File: src/rtl/decoder_pkg.sv
// Shared definitions for the 3-to-8 decoder and its scan controller.
// Provides the select width, channel count, dwell-count width and the
// scan controller state encoding.
package decoder_pkg;

    localparam int N_SEL   = 3;
    localparam int NUM_CH  = 2 ** N_SEL;
    localparam int DWELL_W = 8;

    typedef enum logic {
        ST_IDLE  = 1'b0,
        ST_DWELL = 1'b1
    } scan_state_e;

endpackage

File: src/rtl/decoder_scan_ctrl_if.sv
// Control/status bundle between the control logic (master) and the scan
// controller (slave).
//   start, stop, mode_cont, ch_mask, dwell : master -> slave control
//   sel, sel_valid, step, busy, done       : slave -> master status/select
//   state_dbg                              : slave -> master, current FSM state
// Handshake: start and stop are level inputs with no ready; start is taken
// only when the controller is idle and stop only while it is scanning. step
// and done are single-cycle pulses and carry no backpressure.
interface decoder_scan_ctrl_if;
    import decoder_pkg::*;

    logic                start;
    logic                stop;
    logic                mode_cont;
    logic [NUM_CH-1:0]   ch_mask;
    logic [DWELL_W-1:0]  dwell;
    logic [N_SEL-1:0]    sel;
    logic                sel_valid;
    logic                step;
    logic                busy;
    logic                done;
    scan_state_e         state_dbg;

    modport master (
        output start, stop, mode_cont, ch_mask, dwell,
        input  sel, sel_valid, step, busy, done, state_dbg
    );

    modport slave (
        input  start, stop, mode_cont, ch_mask, dwell,
        output sel, sel_valid, step, busy, done, state_dbg
    );

endinterface

File: src/rtl/decoder_scan_ctrl_scan_next_ch.sv
// Combinational channel search for the scan controller.
//   ch_mask     : enabled channels
//   cur         : currently selected channel
//   nxt_above   : lowest enabled channel strictly above cur (valid when found_above)
//   found_above : such a channel exists
//   nxt_lowest  : lowest enabled channel overall (valid when any)
//   any         : at least one channel enabled
module scan_next_ch
    import decoder_pkg::*;
(
    input  logic [NUM_CH-1:0] ch_mask,
    input  logic [N_SEL-1:0]  cur,
    output logic [N_SEL-1:0]  nxt_above,
    output logic              found_above,
    output logic [N_SEL-1:0]  nxt_lowest,
    output logic              any
);

    // Walk from the top down so the last hit written is the lowest index.
    always_comb begin
        nxt_above   = '0;
        found_above = 1'b0;
        nxt_lowest  = '0;
        for (int i = NUM_CH - 1; i >= 0; i--) begin
            if (ch_mask[i]) begin
                nxt_lowest = N_SEL'(i);
                if (i > int'(cur)) begin
                    nxt_above   = N_SEL'(i);
                    found_above = 1'b1;
                end
            end
        end
    end

    assign any = |ch_mask;

endmodule

File: src/rtl/decoder_scan_ctrl.sv
// Scan controller for the 3-to-8 decoder. Steps the select code {A,B,C}
// through the enabled channels, holding each for dwell+1 cycles, in single
// pass or continuous mode, with start/stop control.
//   clk, rst_n : clock, asynchronous active-low reset
//   bus        : control inputs and registered select/status outputs
module decoder_scan_ctrl
    import decoder_pkg::*;
(
    input  logic                 clk,
    input  logic                 rst_n,
    decoder_scan_ctrl_if.slave   bus
);

    scan_state_e        state_q, state_d;
    logic [N_SEL-1:0]   sel_q, sel_d;
    logic               sel_valid_q, sel_valid_d;
    logic               step_q, step_d;
    logic               busy_q, busy_d;
    logic               done_q, done_d;
    logic [DWELL_W-1:0] cnt_q, cnt_d;

    logic [N_SEL-1:0]   nxt_above;
    logic               found_above;
    logic [N_SEL-1:0]   nxt_lowest;
    logic               any;

    scan_next_ch u_next (
        .ch_mask     (bus.ch_mask),
        .cur         (sel_q),
        .nxt_above   (nxt_above),
        .found_above (found_above),
        .nxt_lowest  (nxt_lowest),
        .any         (any)
    );

    always_ff @(posedge clk or negedge rst_n) begin
        if (!rst_n) begin
            state_q     <= ST_IDLE;
            sel_q       <= '0;
            sel_valid_q <= 1'b0;
            step_q      <= 1'b0;
            busy_q      <= 1'b0;
            done_q      <= 1'b0;
            cnt_q       <= '0;
        end else begin
            state_q     <= state_d;
            sel_q       <= sel_d;
            sel_valid_q <= sel_valid_d;
            step_q      <= step_d;
            busy_q      <= busy_d;
            done_q      <= done_d;
            cnt_q       <= cnt_d;
        end
    end

    always_comb begin
        state_d     = state_q;
        sel_d       = sel_q;
        sel_valid_d = sel_valid_q;
        step_d      = 1'b0;
        busy_d      = busy_q;
        done_d      = 1'b0;
        cnt_d       = cnt_q;

        unique case (state_q)
            ST_IDLE: begin
                // stop is deliberately not looked at here.
                if (bus.start) begin
                    if (any) begin
                        state_d     = ST_DWELL;
                        sel_d       = nxt_lowest;
                        sel_valid_d = 1'b1;
                        busy_d      = 1'b1;
                        step_d      = 1'b1;
                        cnt_d       = bus.dwell;
                    end else begin
                        done_d = 1'b1;
                    end
                end
            end
            ST_DWELL: begin
                if (bus.stop) begin
                    // Abort wins even over an advance in the same cycle.
                    state_d     = ST_IDLE;
                    sel_valid_d = 1'b0;
                    busy_d      = 1'b0;
                    done_d      = 1'b1;
                end else if (cnt_q != '0) begin
                    cnt_d = cnt_q - DWELL_W'(1);
                end else if (found_above) begin
                    sel_d  = nxt_above;
                    step_d = 1'b1;
                    cnt_d  = bus.dwell;
                end else if (bus.mode_cont && any) begin
                    // Wrap; may re-select the same channel if it is the only one.
                    sel_d  = nxt_lowest;
                    step_d = 1'b1;
                    cnt_d  = bus.dwell;
                end else begin
                    // Pass complete or mask emptied: sel keeps its last value.
                    state_d     = ST_IDLE;
                    sel_valid_d = 1'b0;
                    busy_d      = 1'b0;
                    done_d      = 1'b1;
                end
            end
            default: begin
                state_d = ST_IDLE;
            end
        endcase
    end

    assign bus.sel       = sel_q;
    assign bus.sel_valid = sel_valid_q;
    assign bus.step      = step_q;
    assign bus.busy      = busy_q;
    assign bus.done      = done_q;
    assign bus.state_dbg = state_q;

endmodule
File: src/flat_wrapper.sv
// flat-port wrapper written by rule: the top's interface ports become plain ports
module decoder_scan_ctrl_flat import decoder_pkg::*;
  (clk, rst_n, bus_start, bus_stop, bus_mode_cont, bus_ch_mask, bus_dwell, bus_sel, bus_sel_valid, bus_step, bus_busy, bus_done, bus_state_dbg);
  decoder_scan_ctrl_if bus_i ();
  input  logic clk;
  input  logic rst_n;
  input wire logic [$bits(bus_i.start)-1:0] bus_start;
  input wire logic [$bits(bus_i.stop)-1:0] bus_stop;
  input wire logic [$bits(bus_i.mode_cont)-1:0] bus_mode_cont;
  input wire logic [$bits(bus_i.ch_mask)-1:0] bus_ch_mask;
  input wire logic [$bits(bus_i.dwell)-1:0] bus_dwell;
  output wire logic [$bits(bus_i.sel)-1:0] bus_sel;
  output wire logic [$bits(bus_i.sel_valid)-1:0] bus_sel_valid;
  output wire logic [$bits(bus_i.step)-1:0] bus_step;
  output wire logic [$bits(bus_i.busy)-1:0] bus_busy;
  output wire logic [$bits(bus_i.done)-1:0] bus_done;
  output wire logic [$bits(bus_i.state_dbg)-1:0] bus_state_dbg;
  assign bus_i.start = bus_start;
  assign bus_i.stop = bus_stop;
  assign bus_i.mode_cont = bus_mode_cont;
  assign bus_i.ch_mask = bus_ch_mask;
  assign bus_i.dwell = bus_dwell;
  assign bus_sel = bus_i.sel;
  assign bus_sel_valid = bus_i.sel_valid;
  assign bus_step = bus_i.step;
  assign bus_busy = bus_i.busy;
  assign bus_done = bus_i.done;
  assign bus_state_dbg = bus_i.state_dbg;
  decoder_scan_ctrl u_core (.clk(clk), .rst_n(rst_n), .bus(bus_i));
endmodule
File: config.mk
export PLATFORM = sky130hd
export DESIGN_NAME = decoder_scan_ctrl_flat
export DESIGN_NICKNAME = d
export VERILOG_FILES = /design/src/rtl/decoder_pkg.sv /design/src/rtl/decoder_scan_ctrl_if.sv /design/src/rtl/decoder_scan_ctrl_scan_next_ch.sv /design/src/rtl/decoder_scan_ctrl.sv /design/src/flat_wrapper.sv
export SDC_FILE = /design/constraint.sdc
export NUM_CORES = 1
export LEC_CHECK = 0
export ABC_AREA = 0
export CORE_AREA = 2 2 52 54
export CTS_CLUSTER_DIAMETER = 80
export DETAILED_ROUTE_END_ITERATION = 12
export DIE_AREA = 0 0 54 56
export PLACE_DENSITY_LB_ADDON = 0.1
export SLEW_MARGIN = 20
export SYNTH_ARGS = -nofsm -noshare
export SYNTH_HDL_FRONTEND = slang
export SYNTH_HIERARCHICAL = 1
export SYNTH_SLANG_ARGS = --single-unit
File: constraint.sdc
create_clock -name clk -period 2.7 [get_ports clk]
set_input_delay 0.54 -clock clk [delete_from_list [all_inputs] [get_ports clk]]
set_output_delay 0.54 -clock clk [all_outputs]
set_load 0.02 [all_outputs]
==> results.json, run 1 <==
{
  "status": "complete, no violations",
  "worst_pin_slew_ns": 0.699,
  "async_flop_share_pct": 100,
  "startpoint_type": "primary input",
  "htreeDepth": 1,
  "syn_to_final_growth_pct": 32.9,
  "synth_top_family_by_area": "compound AO/OA/AOI/OAI gates",
  "synthTopCellsByCount": "15 x dfrtp_1, 11 x inv_1, 9 x a21oi_1, 8 x nand2_1, 7 x o211ai_1",
  "internal_power_uw": 632,
  "coreArea_sq_mm": 0.00243,
  "rows": 18,
  "clkPwrFrac_pct": 11.3,
  "totalWireLength_um": 3020,
  "p_total_uw": 1090,
  "power_switching_uw": 456,
  "port_buffers": 28,
  "cts_resized": 0,
  "slowest_stage": "clkdlybuf4s50_1",
  "yosysTopAreaCell": "dfrtp_1",
  "die_area_sq_mm": 0.00302,
  "crit_path_end_kind": "register",
  "path_clk_slew_ns": 0.08,
  "clockBufferDepth": 2,
  "final.period_utilization_pct": 86.7,
  "grt_pass1_wl_um": 4930,
  "place_ws_ns": 0.106,
  "synth_compound_area_share_pct": 26.3,
  "hpwl_um": 2310,
  "ctsHoldBuffers": 0,
  "synth-edff-count": 0,
  "period_minus_slack_ns": 2.34,
  "vias": 1173,
  "multi_input_area_sq_um": 709,
  "muxShareOfSynthArea_pct": 9.50,
  "grtUsageTotal_pct": 21.6,
  "fmax_mhz": 427,
  "netlist_instances": 130,
  "path_class": "in -> reg",
  "fp.dieW_um": 54,
  "cp_slowest_stage_delay_ns": 0.50,
  "synth-adder-area-share_pct": 2.18,
  "synth.most_common_cell": "dfrtp_1",
  "seq_power_share_pct": 40.3,
  "vdd_drop_max_mv": 0.480,
  "cp_max_fo": 6,
  "worstPathRequired_ns": 2.86,
  "power_density_mw_per_mm2": 714,
  "cp_top_family": "compound AO/OA/AOI/OAI gates",
  "fillCellCount": 224,
  "place.gp.congestion": 0.875,
  "fin_cells": 196,
  "synth_xor_xnor_area_share_pct": 0,
  "viasPerCell": 5.98,
  "timing.final.ws_setup_ns": 0.358,
  "combPwrFrac_pct": 48.4,
  "start_util_pct": 47.1,
  "leakage_uw": 0.000641,
  "yosysWarnings": 6,
  "syn_area_per_cell_sq_um": 8.82,
  "gr-total-overflow": 0,
  "final-max-slew-violation-count": 0,
  "cts_root_buffer": "clkbuf_4",
  "yosysTopAreaCellShare_pct": 32.8,
  "drt_first_pass_iters": 4,
  "whs_ns": 0.549,
  "rsz0062_at_grt": "no",
  "drt_iter0_markers": 26,
  "cts_tree": "done",
  "worstPathArrival_ns": 2.51,
  "cts_made_buffers": 3,
  "post-cts-setup-buffer-count": 0,
  "nets": 190,
  "netSwitchingFraction_pct": 41.9,
  "seq_area_frac_synth_pct": 32.8,
  "die_h_um": 56,
  "cp_num_buf_inv": 1,
  "n_antenna_cell": 0,
  "synth-main-ff-cell": "dfrtp_1",
  "setup-tns-final_ns": 0,
  "setup_viol": 0,
  "drive_above_1_share_pct": 14.5,
  "hold_class": "reg -> reg",
  "drtAntennaViolNets": 0,
  "grt_max_degree": 16,
  "synth_nets": 153,
  "cts.sinks": 15,
  "path_cells": "clkdlybuf4s50_1 -> nor4_1 -> nand2_1 -> a21oi_1 -> o41a_1 -> mux2_4",
  "seq_area_sq_um": 375,
  "max-cap-violations": 0,
  "yosys-top-cells-area": "dfrtp_1 33%, o211ai_1 4.6%, a21oi_1 3.9%",
  "drc": 0,
  "synth.distinct_cells": 41,
  "placedCellCount": 192,
  "antenna_found_initial": 0,
  "synth-seq-cells": 15,
  "relSlewSlack_pct": 53.4,
  "clk_latency_ns": 0.27,
  "grt_pass1_vias": 1137,
  "skew_ns": 0.00284,
  "wl_per_cell_um": 15.4,
  "hold_viol": 0,
  "synthSimpleGateAreaFrac_pct": 23.9,
  "syn-cell-area_sq_mm": 0.00115,
  "ios": 29
}
-- worst register-to-register path, stage by stage (launching register included) --
cell	delay (ns)
dfrtp_1	0.57
nand2_2	0.12
and2_4	0.17
o21ai_0	0.22
nand3b_1	0.13
a21oi_1	0.25
o41a_1	0.33
mux2_4	0.33
-- cells by family (layout without fill, tap and decap cells) --
family / count (synthesis) / count (layout)
AOI/OAI and AO/OA: 45 / 45
adders and majority gates: 2 / 2
buffers and inverters: 14 / 50
DFF: 15 / 15
muxes: 9 / 9
and+or+nand+nor: 45 / 45
-- path summary, 6_finish.rpt --
kind / end / depth (start not counted) / slack, ns / start
worst max-delay path: u_core/bus.sel[1]$_DFFE_PN0P_ / 6 / 0.36 / bus_ch_mask[7]
worst min-delay path: u_core/bus.busy$_DFFE_PN0P_ / 1 / 0.55 / u_core/bus.busy$_DFFE_PN0P_
worst max register to register: u_core/bus.sel[1]$_DFFE_PN0P_ / 7 / 0.47 / u_core/bus.sel[2]$_DFFE_PN0P_
worst min register to register: u_core/bus.busy$_DFFE_PN0P_ / 1 / 0.55 / u_core/bus.busy$_DFFE_PN0P_
max in group asynchronous: u_core/cnt_q[6]$_DFFE_PN0P_ / 1 / 1.59 / rst_n
min in group asynchronous: u_core/cnt_q[1]$_DFFE_PN0P_ / 1 / 0.67 / rst_n
-- layer usage --
metal | vias up | wire length [um] | track usage (%)
met5 | - | 0 | 0
met4 | 0 | 46 | 7.50
met3 | 6 | 103 | 2.69
met2 | 31 | 1630 | 39.7
met1 | 574 | 1240 | 24.4
li1 | 562 | - | -
-- state kept, by name, indices dropped and copies added, names as in the netlist --
name                  cells
u_core/cnt_q              8
u_core/bus.sel            3
u_core/bus.busy           1
u_core/bus.done           1
u_core/bus.state_dbg      1
u_core/bus.step           1
-- cells in the final DEF (no fill, tap or decap), types with 4 or more instances in the layout --
master,count
o21ai_0,5
nor3_1,6
o21ai_1,4
nor2_1,5
nand2_1,8
a22oi_1,5
o211ai_1,7
clkdlybuf4s50_1,28
nor2b_1,4
dfrtp_1,15
buf_4,7
inv_1,11
a21oi_1,9
-- layout make-up --
cell class / instances / area share, %
Timing Repair Buffer: 35 / 21.9
Multi-Input combinational cell: 101 / 46.6
Clock buffer: 4 / 1.73
Inverter: 11 / 2.71
Sequential cell: 15 / 24.7
Tap cell: 30 / 2.47
-- power by group through the flow --
stage                     registers, uW  logic [uW]  clock network, uW
after floorplan                     428         347                  0
after global placement              436         514                  0
after detailed placement            440         523                  0
after CTS                           437         526                131
after global routing                453         582                144
final                               438         527                123
-- per-stage QoR --
stage               instance area, sq um  util, %
finish                              1520     62.6
floorplan                           1150        -
detailed placement                  1500     61.5
global placement                    1500     61.5
global route                        1520     62.6
CTS                                 1520     62.6
Power figures use the tool's default switching activity.
==> run 2, diff against run 1 <==
--- a/config.mk
+++ b/config.mk
@@ -11,6 +11,7 @@
 export DETAILED_ROUTE_END_ITERATION = 12
 export DIE_AREA = 0 0 54 56
 export PLACE_DENSITY_LB_ADDON = 0.1
+export SETUP_SLACK_MARGIN = 0.4
 export SLEW_MARGIN = 20
 export SYNTH_ARGS = -nofsm -noshare
 export SYNTH_HDL_FRONTEND = slang
==> run 2 against run 1 <==
Fmax rose by 1.6%. Non-clock buffer count rose by 1. Sequential power barely moved. Core utilization rose by 0.72 points. Largest power group unchanged. Routed wire length barely moved. Highest routed layer unchanged. Clock-buffer cell count did not move. Critical path depth did not move. First-iteration DRC count rose by 12%. Die area did not move. Sequential share of layout area fell by 0.28 points. Largest cell class unchanged. Cell area rose by 1.2%. Critical endpoint is now u_core/bus.sel[0]$_DFFE_PN0P_. Sequential cell count did not move.
==> results.json, run 2 (synthesized netlist as in run 1, its figures left out) <==
{
  "port_buffers": 28,
  "cp_max_fo": 4,
  "clkPwrFrac_pct": 11.2,
  "hold_class": "reg -> reg",
  "grtUsageTotal_pct": 21.6,
  "path_class": "in -> reg",
  "n_antenna_cell": 0,
  "htreeDepth": 1,
  "skew_ns": 0.00283,
  "power_switching_uw": 459,
  "netSwitchingFraction_pct": 42.0,
  "clk_latency_ns": 0.27,
  "seq_power_share_pct": 40.1,
  "power_density_mw_per_mm2": 710,
  "worstPathArrival_ns": 2.47,
  "fin_cells": 197,
  "worstPathRequired_ns": 2.86,
  "placedCellCount": 192,
  "combPwrFrac_pct": 48.7,
  "viasPerCell": 5.99,
  "final_common_cell": "clkdlybuf4s50_1",
  "period_minus_slack_ns": 2.31,
  "drtAntennaViolNets": 0,
  "grt_use_met3_pct": 2.69,
  "fillCellCount": 224,
  "cp_slowest_stage_delay_ns": 0.45,
  "leakage_uw": 0.000646,
  "totalWireLength_um": 3020,
  "antenna_found_initial": 0,
  "gr-total-overflow": 0,
  "vdd_drop_max_mv": 0.481,
  "post-route-util_pct": 63.3,
  "hold_viol": 0,
  "fmax_mhz": 434,
  "hpwl_um": 2310,
  "startpoint_type": "primary input",
  "clockBufferDepth": 2,
  "use_met2_pct": 39.7,
  "regMostFlops": "u_core/cnt_q",
  "setup_viol": 0,
  "max-cap-violations": 0,
  "place.gp.congestion": 0.875,
  "cts_tree": "done",
  "final.period_utilization_pct": 85.4,
  "setup-tns-final_ns": 0,
  "cp_top_family": "simple AND/OR/NAND/NOR gates",
  "start_util_pct": 47.1,
  "grt_pass1_vias": 1137,
  "largest_register_ffs": 8,
  "whs_ns": 0.550,
  "cts_root_buffer": "clkbuf_4",
  "slowest_stage": "clkdlybuf4s50_1",
  "internal_power_uw": 634,
  "ios": 29,
  "worst_pin_slew_ns": 0.690,
  "grt_pass1_wl_um": 4930,
  "rsz0062_at_grt": "yes",
  "status": "complete, no violations",
  "drive_above_1_share_pct": 16.2,
  "drt_iter0_markers": 29,
  "use_met1_pct": 24.4,
  "drt_first_pass_iters": 4,
  "rows": 18,
  "cts.sinks": 15,
  "die_h_um": 56,
  "fp.dieW_um": 54,
  "nets": 191,
  "syn_to_final_growth_pct": 34.4,
  "drc": 0,
  "die_area_sq_mm": 0.00302,
  "vias": 1180,
  "grt_max_degree": 16,
  "relSlewSlack_pct": 54.0,
  "path_clk_slew_ns": 0.08,
  "mostFrequentLayoutCells": "28 x clkdlybuf4s50_1, 15 x dfrtp_1, 11 x inv_1",
  "crit_path_end_kind": "register",
  "cts_made_buffers": 3,
  "coreArea_sq_mm": 0.00243,
  "final-max-slew-violation-count": 0,
  "cp_num_buf_inv": 1,
  "grt-busiest-layer": "met2",
  "path_cells": "clkdlybuf4s50_1 -> nor4_1 -> nand2_1 -> a21oi_2 -> o41a_1 -> mux2_4",
  "wl_per_cell_um": 15.3
}
==> run 2: layout make-up <==
| cell class | count | area, sq um | share of cell area (%) |
|---|---|---|---|
| flip-flops and latches | 15 | 375 | 24.4 |
| clock buffers | 4 | 26.3 | 1.71 |
| well taps | 30 | 37.5 | 2.44 |
| repair buffers | 36 | 340 | 22.1 |
| inverters | 11 | 41.3 | 2.68 |
| multi-input cells | 101 | 719 | 46.7 |
==> run 2: path summary, 6_finish.rpt <==
| path | slack (ns) | endpoint | from | depth (start not counted) |
|---|---|---|---|---|
| worst min register to register | 0.55 | u_core/bus.busy$_DFFE_PN0P_ | u_core/bus.busy$_DFFE_PN0P_ | 1 |
| worst max-delay path | 0.39 | u_core/bus.sel[0]$_DFFE_PN0P_ | bus_ch_mask[3] | 6 |
| worst min-delay path | 0.55 | u_core/bus.busy$_DFFE_PN0P_ | u_core/bus.busy$_DFFE_PN0P_ | 1 |
| worst max register to register | 0.56 | u_core/bus.sel[0]$_DFFE_PN0P_ | u_core/bus.sel[2]$_DFFE_PN0P_ | 7 |
| min in group asynchronous | 0.67 | u_core/cnt_q[1]$_DFFE_PN0P_ | rst_n | 1 |
| max in group asynchronous | 1.59 | u_core/cnt_q[6]$_DFFE_PN0P_ | rst_n | 1 |
==> run 2: repair_timing <==
item,CTS,global route
gates cloned,0,0
setup endpoints to repair,3,11
gates resized for setup,0,2
pin swaps,1,0
hold buffers,0,0
buffers inserted,0,1
==> run 2: stage by stage <==
| stage | total power, uW | area (sq um) | setup slack, ns |
|---|---|---|---|
| after floorplan | 774 | 1150 | 0.608 |
| after global placement | 951 | 1500 | 0.150 |
| after detailed placement | 963 | 1500 | 0.106 |
| after CTS | 1090 | 1520 | 0.409 |
| after global routing | 1180 | 1540 | 0.280 |
| final | 1090 | 1540 | 0.395 |
==> run 2: power by group through the flow <==
| stage | combinational (uW) | clock, uW | sequential, uW |
|---|---|---|---|
| after global routing | 587 | 144 | 452 |
| after detailed placement | 523 | 0 | 440 |
| after CTS | 526 | 131 | 437 |
| after global placement | 514 | 0 | 436 |
| after floorplan | 347 | 0 | 428 |
| final | 532 | 123 | 438 |
==> run 2: metal layers <==
metal | routed length [um] | vias to the layer above | part of all wire, %
li1 | - | 565 | -
met1 | 1210 | 571 | 40
met2 | 1640 | 38 | 54
met3 | 125 | 6 | 4.1
met4 | 46 | 0 | 1.5
met5 | 0 | - | 0
